===== config.mk =====
export PLATFORM = sky130hd
export DESIGN_NAME = motoro3_deadtime_guard
export DESIGN_NICKNAME = d
export VERILOG_FILES = /design/src/rtl/motoro3_deadtime_guard.sv
export SDC_FILE = /design/constraint.sdc
export NUM_CORES = 1
export LEC_CHECK = 0
export CORE_AREA = 2 2 85 87
export DETAILED_ROUTE_END_ITERATION = 6
export DIE_AREA = 0 0 87 89
export PLACE_DENSITY_LB_ADDON = 0.08
export SYNTH_ARGS = -nofsm -noshare
export SYNTH_HDL_FRONTEND = slang
export SYNTH_SLANG_ARGS = --single-unit

===== constraint.sdc =====
create_clock -name clk -period 2 [get_ports clk]
set_clock_uncertainty 0.15 [all_clocks]
set_input_delay 0.3 -clock clk [delete_from_list [all_inputs] [get_ports clk]]
set_output_delay 0.3 -clock clk [all_outputs]
set_load 0.005 [all_outputs]

===== src/rtl/motoro3_deadtime_guard.sv =====
// -----------------------------------------------------------------------------
// motoro3_deadtime_guard
//
// Gate-driver guard for a 3-phase bridge. Each phase takes a raw high/low
// request pair and produces registered gate outputs that never enable both
// sides together and always leave DEAD_CYC clock cycles with both gates off
// between handovers. An external over-current input blanks every gate and
// sets a sticky fault flag. Requests with both sides asserted are latched
// into a sticky per-phase flag for firmware.
//
// Parameters
//   DEAD_W    width of the dead-time counter
//   DEAD_CYC  dead time in clk cycles, 1 .. 2**DEAD_W-1
//
// Ports
//   clk            system clock
//   nRst           asynchronous active-low reset
//   aHp/aLp        phase A high/low-side requests
//   bHp/bLp        phase B high/low-side requests
//   cHp/cLp        phase C high/low-side requests
//   faultIn        over-current, active high, asynchronous to clk
//   faultClr       one-cycle pulse, clears fault and illegal-request flags
//   aHo/aLo        phase A gate outputs (registered)
//   bHo/bLo        phase B gate outputs (registered)
//   cHo/cLo        phase C gate outputs (registered)
//   m3fault        sticky, fault blanking active
//   illReq[2:0]    sticky per phase ([2]=C [1]=B [0]=A), H=L=1 request seen
// -----------------------------------------------------------------------------
module motoro3_deadtime_guard #(
    parameter int unsigned DEAD_W   = 8,
    parameter int unsigned DEAD_CYC = 20
) (
    input  logic       clk,
    input  logic       nRst,
    input  logic       aHp,
    input  logic       aLp,
    input  logic       bHp,
    input  logic       bLp,
    input  logic       cHp,
    input  logic       cLp,
    input  logic       faultIn,
    input  logic       faultClr,
    output logic       aHo,
    output logic       aLo,
    output logic       bHo,
    output logic       bLo,
    output logic       cHo,
    output logic       cLo,
    output logic       m3fault,
    output logic [2:0] illReq
);

    localparam logic [2:0] ST_OFF   = 3'd0;
    localparam logic [2:0] ST_HIGH  = 3'd1;
    localparam logic [2:0] ST_LOW   = 3'd2;
    localparam logic [2:0] ST_DEAD  = 3'd3;
    localparam logic [2:0] ST_FAULT = 3'd4;

    localparam logic [DEAD_W-1:0] DEAD_LOAD = DEAD_W'(DEAD_CYC - 1);

    // Per-phase request pairs, index 0=A 1=B 2=C, bit 1 = high side.
    logic [2:0][1:0] req;
    assign req[0] = {aHp, aLp};
    assign req[1] = {bHp, bLp};
    assign req[2] = {cHp, cLp};

    logic fault_s1_q;
    logic fault_s2_q;   // synchronized faultIn (faultS)

    logic [2:0][2:0]        state_q, state_d;
    logic [2:0][DEAD_W-1:0] cnt_q,   cnt_d;
    logic [2:0][1:0]        gate_q,  gate_d;
    logic                   m3fault_q, m3fault_d;
    logic [2:0]             ill_q,   ill_d;

    function automatic logic [2:0] req_target(input logic [1:0] r);
        case (r)
            2'b10:   return ST_HIGH;
            2'b01:   return ST_LOW;
            default: return ST_OFF;
        endcase
    endfunction

    function automatic logic [1:0] gate_decode(input logic [2:0] s);
        case (s)
            ST_HIGH: return 2'b10;
            ST_LOW:  return 2'b01;
            default: return 2'b00;
        endcase
    endfunction

    always_comb begin
        state_d = state_q;
        cnt_d   = cnt_q;
        gate_d  = '0;
        for (int unsigned p = 0; p < 3; p++) begin
            if (fault_s2_q) begin
                state_d[p] = ST_FAULT;
                cnt_d[p]   = '0;
            end else begin
                case (state_q[p])
                    ST_OFF: state_d[p] = req_target(req[p]);
                    ST_HIGH: begin
                        if (req[p] != 2'b10) begin
                            state_d[p] = ST_DEAD;
                            cnt_d[p]   = DEAD_LOAD;
                        end
                    end
                    ST_LOW: begin
                        if (req[p] != 2'b01) begin
                            state_d[p] = ST_DEAD;
                            cnt_d[p]   = DEAD_LOAD;
                        end
                    end
                    ST_DEAD: begin
                        // Only the request present at expiry matters; changes
                        // mid-count neither restart nor extend it.
                        if (cnt_q[p] != '0) begin
                            cnt_d[p] = cnt_q[p] - 1'b1;
                        end else begin
                            state_d[p] = req_target(req[p]);
                        end
                    end
                    ST_FAULT: begin
                        // Leaving fault always passes through a full dead time
                        // since the gate state before the fault is unknown.
                        if (faultClr) begin
                            state_d[p] = ST_DEAD;
                            cnt_d[p]   = DEAD_LOAD;
                        end
                    end
                    default: begin
                        state_d[p] = ST_OFF;
                        cnt_d[p]   = '0;
                    end
                endcase
            end
            // Registering the decode of the next state keeps the outputs a
            // glitch-free decode of the current state.
            gate_d[p] = gate_decode(state_d[p]);
        end
    end

    always_comb begin
        m3fault_d = m3fault_q;
        if (fault_s2_q) begin
            m3fault_d = 1'b1;
        end else if (faultClr) begin
            m3fault_d = 1'b0;
        end
    end

    // A clear on the same edge as an illegal request loses: set wins.
    always_comb begin
        ill_d = (faultClr && !fault_s2_q) ? '0 : ill_q;
        for (int unsigned p = 0; p < 3; p++) begin
            if (req[p] == 2'b11) begin
                ill_d[p] = 1'b1;
            end
        end
    end

    always_ff @(posedge clk or negedge nRst) begin
        if (!nRst) begin
            fault_s1_q <= 1'b0;
            fault_s2_q <= 1'b0;
            state_q    <= {3{ST_OFF}};
            cnt_q      <= '0;
            gate_q     <= '0;
            m3fault_q  <= 1'b0;
            ill_q      <= '0;
        end else begin
            fault_s1_q <= faultIn;
            fault_s2_q <= fault_s1_q;
            state_q    <= state_d;
            cnt_q      <= cnt_d;
            gate_q     <= gate_d;
            m3fault_q  <= m3fault_d;
            ill_q      <= ill_d;
        end
    end

    assign {aHo, aLo} = gate_q[0];
    assign {bHo, bLo} = gate_q[1];
    assign {cHo, cLo} = gate_q[2];
    assign m3fault    = m3fault_q;
    assign illReq     = ill_q;

endmodule


==> results by stage <==
Run status:
- The run finished, with violations left.
- The final reports fail on setup timing.

Global routing:
- The number of global-route vias before repair is 2336.
- The number of antenna violations at the first check in global routing is 0.
- The first global-routing pass estimated 11030 um of wire.
- The total congestion overflow after global routing is 0.
- Global routing consumed, over all layers together, 18.17% of the routing resources.
- The largest net degree at the start of global routing is 30.

CTS:
- The clock latency reported for the late side of the worst-skew pair is 0.31 ns.
- The root buffer selected by CTS is clkbuf_8.
- Clock-pin slew was measured on the worst setup and hold paths at 0.08 ns.
- TritonCTS built the clock tree.
- The clock tree synthesis step divided the H-tree into 2 levels.
- No sink is reached through more buffers than the 2 on the longest clock path.
- The clock sink total is 45.
- The number of buffers added by the clock tree synthesis step is 5.

Logic synthesis:
- In this run the biggest area consumer among cell types represents 42.25% of the synthesized area.
- After synthesis, the mean cell area works out to 8.884 um2.
- For this run, the leading register cell type out of synthesis is dfrtp_1.
- The synthesis-stage register bit count is 45.
- For this run, the register share of the synthesized area comes to 42.25%.
- The synthesized design contains 0 enable-type register cells.
- Synthesis produced a netlist whose cell count is 300.
- When the netlist entered floorplanning its net count stood at 313.
- By area the synthesized netlist is led by dfrtp_1, a21oi_1, nor2_1.
- In this run, distinct cell masters in the synthesized netlist total 57.
- The Yosys step of the flow raised 0 warnings.
- In the post-synthesis netlist, the cell with the most instances is dfrtp_1.
- The library cell with the largest summed area after synthesis is dfrtp_1.
- By count the netlist is led by dfrtp_1, a21oi_1, nor2_1, nand2_1, o21ai_0.
- The async set-or-reset flop fraction in the synthesized netlist is 100.0%.
- The post-synthesis instance area is 0.002665 mm2.

Layout:
- After filler insertion, the fill cell instance count of the layout stands at 643.
- The multi-input combinational cells in the finished layout cover a total of 0.001511 mm2.
- The layout cell share with drive strength beyond 1 is 29.02%.
- The area of all sequential standard cells is 0.001129 mm2.
- The total inserted antenna cells is 0.
- Compared with the post-synthesis result, the final layout area differs by 34.69%.
- For this run, the post-layout net count is 391.
- For this run, the number of standard cells in the final layout without fillers is 459.

Worst setup path:
- The largest fanout on the critical path is 4.
- Together, buffers and inverters on the worst path number 2.
- For the worst setup path, the data arrival time is 2.17 ns.
- The maximum single-stage delay on the critical path is 0.50 ns.
- The kind of cell adding the most delay to the critical path is simple AND/OR/NAND/NOR gates.
- The data required time at the worst endpoint is 2.04 ns.
- The highest-delay cell along the critical path is or4b_4.
- The endpoint class of the critical path is a flop.
- STA classifies the critical path startpoint as a flop.
- The critical path goes through inv_1 > ha_2 > or4b_4 > nor3_4 > a21o_1 > buf_4 > a211oi_1 > a31o_2.
- The critical path start-end classification is flop to flop.

Timing:
- In this run the tightest slew margin relative to its limit is 72.26%.
- Setup violations remaining at the end of the flow were counted as 6.
- Once routing completed, OpenROAD measured the worst setup slack at -0.1234 ns.
- Derived from the worst setup path, the maximum achievable clock frequency is 0.4709 GHz.
- Setup repair after global routing could not meet its margin everywhere.
- The shortest period the worst path allows is 2.123 ns.
- The total count of max-transition violations in the final report is 0.
- The transition time at the pin with the least slew margin is 0.4056 ns.
- The total negative slack for setup checks is -0.3836 ns.
- The final clock period utilization by the worst path is 106.2%.
- The hold violation count in the final report is 0.

Placed design:
- The weighted congestion reported at the end of routability-driven placement is 0.8022.
- Detailed placement finished with a half-perimeter wire length of 5022 um.
- Port buffering added 19 buffers.
- Timing analysis after detailed placement gives a worst setup slack of -0.3195 ns.
- The cell count after placement is 444.

Pwr:
- For this design the static power due to leakage is 1.639 nW.
- VDD sags by at most 0.0003057 V.
- Total power for the finished layout comes to 2.998 mW.
- For this design the ratio of total power to cell area is 835.3 mW/mm2.

Floorplanning:
- The height of the chip is 89 um.
- 20 I/O pins were placed.
- For this configuration, the core starts out at a cell density of 39.66%.
- The die is 87 um wide.
- The die footprint is 0.007743 mm2.
- Row generation in the floorplan step produced 30 rows.
- The region available for standard cell placement spans 0.006719 mm2.

Routing:
- The residual DRC count is 0.
- Dividing the detail-routed via count by the number of cells gives 5.429.
- Once detail routing completed, the nets flagged for antenna violations numbered 0.
- The detailed router finished its first iteration with 89 violations.
- The detailed-route wire length per cell is 14.89 um.
- The total number of vias is 2492.
- The first-pass iteration count of the detailed router is 4.
- The routed design has 6836 um of wire.

Flow run:
- Max-cap violations in this run came to 0.

Hold path:
- The min-delay analysis places its worst path in the category flop to flop.
[layer usage]
layer,wire [um],part of all wire [%],track usage [%]
met3,149,2.2,2.862
met2,3122,46,28.31
met5,0,0,0
met4,123,1.8,6.534
met1,3440,50,25.65
[final cells by class]
type | count | area share, %
tap | 80 | 2.788
clock buffer | 5 | 1.917
clock inverter | 3 | 0.4880
multi-input combinational | 227 | 42.11
inverter | 11 | 1.150
timing repair buffer | 88 | 20.11
sequential | 45 | 31.44
[stage by stage]
step,hold slack [ns],utilization (%),instance area (um2)
floorplan,-0.1456,-,2686
global placement,0.1201,50.15,3369
detailed placement,0.1179,50.15,3369
CTS,0.2196,52.25,3511
global route,0.2187,53.43,3590
finish,0.2143,53.43,3590
[worst paths after layout]
kind	startpoint	cells past startpoint	end	slack [ns]
worst max-delay path	cnt_q[17]	8	cnt_q[17]	-0.12
worst min-delay path	fault_s1_q	0	fault_s2_q	0.21
worst max register to register	cnt_q[17]	8	cnt_q[17]	-0.12
worst min register to register	fault_s1_q	0	fault_s2_q	0.21
max in group asynchronous	nRst	3	state_q[8]	0.87
min in group asynchronous	nRst	2	illReq[0]	0.30
[power by group]
| group | leakage, nW | switching (mW) | internal, mW | total, mW |
|---|---|---|---|---|
| Combinational | 1.01 | 0.601 | 0.666 | 1.27 |
| Sequential | 0.585 | 0.126 | 1.03 | 1.15 |
| Clock | 0.0439 | 0.337 | 0.242 | 0.579 |
[placed cells by master (no fill, tap or decap), types with 3 or more instances in the layout]
master           count
buf_4               66
a22o_1               4
o21ai_0             14
clkdlybuf4s50_1     15
nand2b_1             4
nand2_1             24
dfrtp_1             43
nor2_1              26
inv_1               11
a21oi_1             25
a211oi_1             9
and2_1               4
nor3_1               7
clkbuf_8             5
nand4_1              4
nand3_1              4
nand3b_1             5
a21oi_2              3
xor2_1               4
a21o_1               6
a31o_2               3
nor4b_1              4
or3_1                3
or2_2                4
nor2b_1             13
a31oi_1              7
[flip-flops by register name, summed over array words and instances, names as in the netlist]
name,count
cnt_q,24
state_q,9
illReq,3
aHo,1
aLo,1
bHo,1
bLo,1
cHo,1
cLo,1
fault_s1_q,1
fault_s2_q,1
m3fault,1
[kinds of logic (layout without fill, tap and decap cells)]
logic type      Yosys count  after routing  synth area share (%)
mux                       3              3                 1.221
fa+ha+maj                 3              3                 1.409
buf+inv                  28            107                 4.319
simple gates            119            119                 24.93
flops                    45             45                 42.25
compound gates           98             98                 24.55
xor+xnor                  4              4                 1.314
[timing repair]
action / 4_1_cts / 5_1_grt
resized for setup: 8 / 15
endpoints found under the setup margin: 7 / 15
hold buffers: 1 / 0
endpoints found under the hold margin: 16 / 0
pin swaps: 4 / 5
cloned: 0 / 0
buffers inserted: 3 / 3
Note: power is estimated with default switching activity, not from simulation.
==> edit 1, RTL diff (config.mk and constraints unchanged) <==
Set the parameter `DEAD_W` to 12 (it was 8).
--- a/src/rtl/motoro3_deadtime_guard.sv
+++ b/src/rtl/motoro3_deadtime_guard.sv
@@ -27,7 +27,7 @@
 //   illReq[2:0]    sticky per phase ([2]=C [1]=B [0]=A), H=L=1 request seen
 // -----------------------------------------------------------------------------
 module motoro3_deadtime_guard #(
-    parameter int unsigned DEAD_W   = 8,
+    parameter int unsigned DEAD_W   = 12,
     parameter int unsigned DEAD_CYC = 20
 ) (
     input  logic       clk,
Check against the original RTL: no difference found for any inputs over 10 cycles, from zero or initial values and one cycle with nRst low; that may be too few to reach the edited logic, so the function may still have changed.
==> edit 1 against the original RTL <==
  * Critical path type unchanged
  * Worst setup slack lost 140 ps
  * Area after synthesis grew 21%
  * Non-clock buffer count grew 20
  * Critical endpoint is now cnt_q[33]
  * Design area grew 29%
  * Sequential cell count grew 12
  * Sequential share of layout area shrank 0.49 points
  * Power grew 28%
  * Largest power group unchanged
  * Utilization grew 15 points
  * The flow still finishes with violations (negative setup slack)
  * Wire length grew 20%
==> edit 1: results (changes against the original RTL) <==
| Result | Value | vs unedited |
|:---|:---|:---|
| Clock latency on the worst-skew pair | 330 ps | was 310 ps |
| Wire length after detailed routing | 8231 um | was 6836 um |
| Met3 Usage GRT | 0.04340 | was 0.02862 |
| Routed met3 length | 238 um | was 149 um |
| DR WL met2 | 4237 um | was 3122 um |
| TritonCTS buffer count | 9 | was 5 |
| Synthesized instance count | 372 | was 300 |
| Critical path arrival | 2380 ps | was 2170 ps |
| Leading post-synthesis cells by cell area | sky130_fd_sc_hd__dfrtp_1 (44%), sky130_fd_sc_hd__o21ai_0 (7.3%), sky130_fd_sc_hd__nand2_1 (4.5%) | was sky130_fd_sc_hd__dfrtp_1 (42%), sky130_fd_sc_hd__a21oi_1 (5.3%), sky130_fd_sc_hd__nor2_1 (3.8%) |
| Pin count of the biggest net entering global routing | 39 | was 30 |
| Most used standard cells in the synthesized netlist | sky130_fd_sc_hd__dfrtp_1 (57), sky130_fd_sc_hd__o21ai_0 (47), sky130_fd_sc_hd__nand2_1 (39) | was sky130_fd_sc_hd__dfrtp_1 (45), sky130_fd_sc_hd__a21oi_1 (28), sky130_fd_sc_hd__nor2_1 (27) |
| Routability congestion estimate | 0.8854 | was 0.8022 |
| Worst setup timing slack at the placement stage | -380.0 ps | was -319.5 ps |
| Net Count, Synth | 385 | was 313 |
| CTS H-tree lvls | 3 | was 2 |
| Sequential-to-total area share from yosys stat | 0.4420 | was 0.4225 |
| Transition at the pin with the smallest max-transition slack | 476.1 ps | was 405.6 ps |
| Placed wire-length estimate after detailed placement | 5814 um | was 5022 um |
| Max reg flops | 36 | was 24 |
| Met2 routing resource usage after global routing | 0.3893 | was 0.2831 |
| Failing checks | negative setup slack | unchanged |
| Post-Place Cells | 528 | was 444 |
| Maximum ir drop on the vdd rail | 680.0 uV | was 305.7 uV |
| Clock share of power | 0.297 | was 0.193 |
| Via count of the first global-routing pass | 3157 | was 2336 |
| Detailed router's first-iteration violation count | 180 | was 89 |
| Final setup violating endpoints | 4 | was 6 |
| Wire length on met1 | 3725 um | was 3440 um |
| Fin worst setup slack | -264.5 ps | was -123.4 ps |
| Run status | finished, violations left | unchanged |
| Sum Neg Setup Slack | -320.1 ps | was -383.6 ps |
| Leak | 2.099 nW | was 1.639 nW |
| Routed wire length per instance | 14.80 um | was 14.89 um |
| Layout Nets | 484 | was 391 |
| CP max stage delay | 550 ps | was 500 ps |
| First drt pass iteration count | 5 | was 4 |
| Areal power density over the cells | 833.0 mW/mm^2 | was 835.3 mW/mm^2 |
edit 1: cell count changes in the layout (fill, tap and decap cells not counted), moves of 5 or more:
cell                       unedited run  this run
sky130_fd_sc_hd__o21ai_0             14        41
sky130_fd_sc_hd__buf_4               66        86
sky130_fd_sc_hd__dfrtp_1             43        56
sky130_fd_sc_hd__nand2_1             24        37
sky130_fd_sc_hd__a211oi_1             9         0
sky130_fd_sc_hd__nor2b_1             13         4
sky130_fd_sc_hd__clkbuf_8             5        12
sky130_fd_sc_hd__a21o_1               6         1
sky130_fd_sc_hd__nand3_1              4         9
edit 1: cells by family (layout without fill, tap and decap cells):
group           Yosys count  in the layout  synth area share
simple gates            148            148            0.2385
compound gates          124            124            0.2474
flops                    57             57            0.4420
buf+inv                  34            138           0.04226
fa+ha+maj                 3              3           0.01163
xor+xnor                  3              3          0.008144
mux                       3              3           0.01008
edit 1: repair_timing:
| item | CTS | global route |
|---|---|---|
| endpoints found under the hold margin | 19 | 0 |
| pin swaps | 6 | 17 |
| gates resized for setup | 8 | 45 |
| setup buffers | 2 | 9 |
| hold buffers | 1 | 0 |
| endpoints found under the setup margin | 16 | 32 |
edit 1: area by class of cell:
class,instances,area (sq um)
Clock buffer,12,165.2
Inverter,14,52.55
Sequential cell,57,1428
Multi-Input combinational cell,281,1946
Tap cell,80,100.1
Fill cell,529,2106
Timing Repair Buffer,108,872.1
Clock inverter,4,50.05
edit 1: path summary, 6_finish.rpt:
path	endpoint	cells after the start	slack, ps	from
max	cnt_q[33]	5	-260	cnt_q[24]
min	fault_s2_q	0	200	fault_s1_q
max reg2reg	cnt_q[33]	5	-260	cnt_q[24]
min reg2reg	fault_s2_q	0	200	fault_s1_q
max in group asynchronous	cnt_q[14]	3	810	nRst
min in group asynchronous	cnt_q[28]	2	300	nRst
==> edit 2, RTL diff (same settings) <==
Made on the original files. Put a register stage on the output `aLo`. The value now appears one clock later. The other outputs are not delayed to match. Comments in the files are not updated.
--- a/src/rtl/motoro3_deadtime_guard.sv
+++ b/src/rtl/motoro3_deadtime_guard.sv
@@ -57,6 +57,8 @@
     localparam logic [2:0] ST_FAULT = 3'd4;
 
     localparam logic [DEAD_W-1:0] DEAD_LOAD = DEAD_W'(DEAD_CYC - 1);
+
+    logic aLo_d;
 
     // Per-phase request pairs, index 0=A 1=B 2=C, bit 1 = high side.
     logic [2:0][1:0] req;
@@ -180,11 +182,15 @@
         end
     end
 
-    assign {aHo, aLo} = gate_q[0];
+    assign {aHo, aLo_d} = gate_q[0];
     assign {bHo, bLo} = gate_q[1];
     assign {cHo, cLo} = gate_q[2];
     assign m3fault    = m3fault_q;
     assign illReq     = ill_q;
 
+    always_ff @(posedge clk) begin
+        aLo <= aLo_d;
+    end
+
 endmodule
 
Function: changed (a bounded check fails within 4 cycles, from zero or initial values and one cycle with nRst low).
==> edit 2 against the original RTL <==
  * Sequential cell count up 1
  * Wire length increased by 1.8%
  * First-iteration DRC count rose by 46%
  * Design area up 2.7%
  * Worst setup slack better by 160 ps
  * Critical path type is now in -> reg
  * Die area unchanged
  * Count of clock-buffer cells in the layout grew 1
  * Worst hold slack got worse by 12 ps
  * Area after synthesis grew 4.8%
  * Critical endpoint is now cnt_q[3]
  * Power is 5.6% higher
==> edit 2: results (changes against the original RTL) <==
| Result | Value | vs unedited |
|:---|:---|:---|
| Worst min-delay path class | reg -> reg | unchanged |
| Leading post-synthesis cells by cell area | sky130_fd_sc_hd__dfrtp_1 (40%), sky130_fd_sc_hd__a21oi_1 (4.8%), sky130_fd_sc_hd__o21ai_0 (3.6%) | was sky130_fd_sc_hd__dfrtp_1 (42%), sky130_fd_sc_hd__a21oi_1 (5.3%), sky130_fd_sc_hd__nor2_1 (3.8%) |
| Maximum fanout encountered on the critical timing path | 7 | was 4 |
| Pin count of the biggest net entering global routing | 29 | was 30 |
| Leak | 1.600 nW | was 1.639 nW |
| TritonCTS buffer count | 5 | unchanged |
| Net Count, Synth | 321 | was 313 |
| Detailed router's first-iteration violation count | 130 | was 89 |
| Vias per cell | 5.673 | was 5.429 |
| Layout Nets | 394 | was 391 |
| Maximum ir drop on the vdd rail | 363.2 uV | was 305.7 uV |
| Wire length of the first global-routing pass | 11740 um | was 11030 um |
| Post-synth ARST share | 0.9783 | was 1.000 |
| Max reg flops | 24 | unchanged |
| Minimum setup slack among reg-to-reg paths | 70 ps | was -120 ps |
| Clock Tree Root | sky130_fd_sc_hd__clkbuf_8 | unchanged |
| Worst r2r path cells | 4 | was 8 |
| DRC violation count after routing | 0 | unchanged |
| Routability congestion estimate | 0.8283 | was 0.8022 |
| Via count of the first global-routing pass | 2528 | was 2336 |
| Initial antenna violation count | 0 | unchanged |
| CTS H-tree lvls | 2 | unchanged |
| Number of cells traversed by the worst hold path | 0 | unchanged |
| Max Root-Sink Buffers | 2 | unchanged |
| Instance area after placement | 0.003438 sq mm | was 0.003369 sq mm |
| GRT Util Overall | 0.1898 | was 0.1817 |
| Worst setup timing slack at the placement stage | -317.2 ps | was -319.5 ps |
| Sequential-to-total area share from yosys stat | 0.4104 | was 0.4225 |
| Critical path's slowest cell | sky130_fd_sc_hd__or4_1 | was sky130_fd_sc_hd__or4b_4 |
| Clock latency on the worst-skew pair | 300 ps |  |
| Placed wire-length estimate after detailed placement | 5085 um | was 5022 um |
| Routed wire length per instance | 15.06 um | was 14.89 um |
| CP max stage delay | 520 ps | was 500 ps |
| First drt pass iteration count | 4 | unchanged |
| Number of fill cells in the layout | 598 | was 643 |
| Critical path arrival | 2040 ps | was 2170 ps |
| Distinct cells, synth | 61 | was 57 |
| Most used standard cells in the synthesized netlist | sky130_fd_sc_hd__dfrtp_1 (45), sky130_fd_sc_hd__a21oi_1 (27), sky130_fd_sc_hd__o21ai_0 (20) | was sky130_fd_sc_hd__dfrtp_1 (45), sky130_fd_sc_hd__a21oi_1 (28), sky130_fd_sc_hd__nor2_1 (27) |
| Antenna diode count | 0 | unchanged |
| Number of warnings printed during yosys synthesis | 0 | unchanged |
| Max_slew headroom | 0.7064 | was 0.7226 |
| Run status | finished, final reports clean | was finished, violations left |
| Clock transition time at the flip-flop clock pins of the worst setup and hold paths | 100 ps | was 80 ps |
| Register with the most flip-flops | cnt_q | unchanged |
| Fraction of layout cells with a size suffix above 1 | 0.2723 | was 0.2902 |
| Maximum clock frequency | 509.9 MHz | was 470.9 MHz |
| Quantity of I/O buffers inserted on ports | 19 | unchanged |
==> edit 2: logic make-up after synthesis <==
logic type | synth area share
adders and majority gates | 0.01344
and+or+nand+nor | 0.2455
DFF | 0.4104
muxes | 0.02240
AOI/OAI and AO/OA | 0.2545
buffers and inverters | 0.05376
==> edit 2: area by class of cell <==
type,instances,share of cell area
tap,80,0.02716
sequential,46,0.3109
timing repair buffer,82,0.1833
inverter,18,0.01901
multi-input combinational,228,0.4297
clock inverter,2,0.01018
clock buffer,6,0.01969
==> edit 2: path summary, 6_finish.rpt <==
check	end	startpoint
min reg2reg	aLo	aLo_d
max reg2reg	cnt_q[3]	state_q[2]
max in group asynchronous	cnt_q[12]	nRst
min in group asynchronous	illReq[0]	nRst
min	aLo	aLo_d
max	cnt_q[3]	aHp
==> edit 2: per-layer routing <==
layer  global-route usage  vias up  routed length (um)
met5                    0        -                   0
met4              0.04688        0                  61
met3              0.03509        8                 260
met2               0.3095       51                3183
met1               0.2617     1241                3450
li1                     -     1321                   -
==> edit 2: what timing repair did <==
item,in CTS,in global routing
hold buffers,1,0
gates resized for setup,10,13
hold endpoints to repair,17,0
pin swaps,4,2
endpoints found under the setup margin,12,23
buffers inserted,2,4
==> edit 2: critical path, delay by kind of cell <==
| family | cells | cell delay [ps] |
|---|---|---|
| and+or+nand+nor | 2 | 690 |
| buffers and inverters | 1 | 440 |
| AOI/OAI and AO/OA | 2 | 620 |
==> edit 2: stage by stage <==
step / utilization / hold WS [ps] / total power [W] / setup TNS, ps / cells
after global placement: 0.5117 / 123.4 / 0.002321 / -4132 / 448
after floorplan: - / -145.6 / 0.001838 / 0 / 308
after global routing: 0.5486 / 209.1 / 0.003388 / -27.83 / 462
after detailed placement: 0.5117 / 127.7 / 0.002325 / -4878 / 448
final: 0.5486 / 202.4 / 0.003165 / 0 / 462
after CTS: 0.5389 / 201.1 / 0.003104 / 0 / 459
==> edit 2: where the power goes <==
part	leakage, nW	internal [W]	switching (W)	total [W]
combinational	0.953	0.000689	0.000602	0.00129
sequential	0.595	0.00104	0.000131	0.00117
clock	0.0514	0.000373	0.000328	0.000701
total	1.60	0.00210	0.00106	0.00317
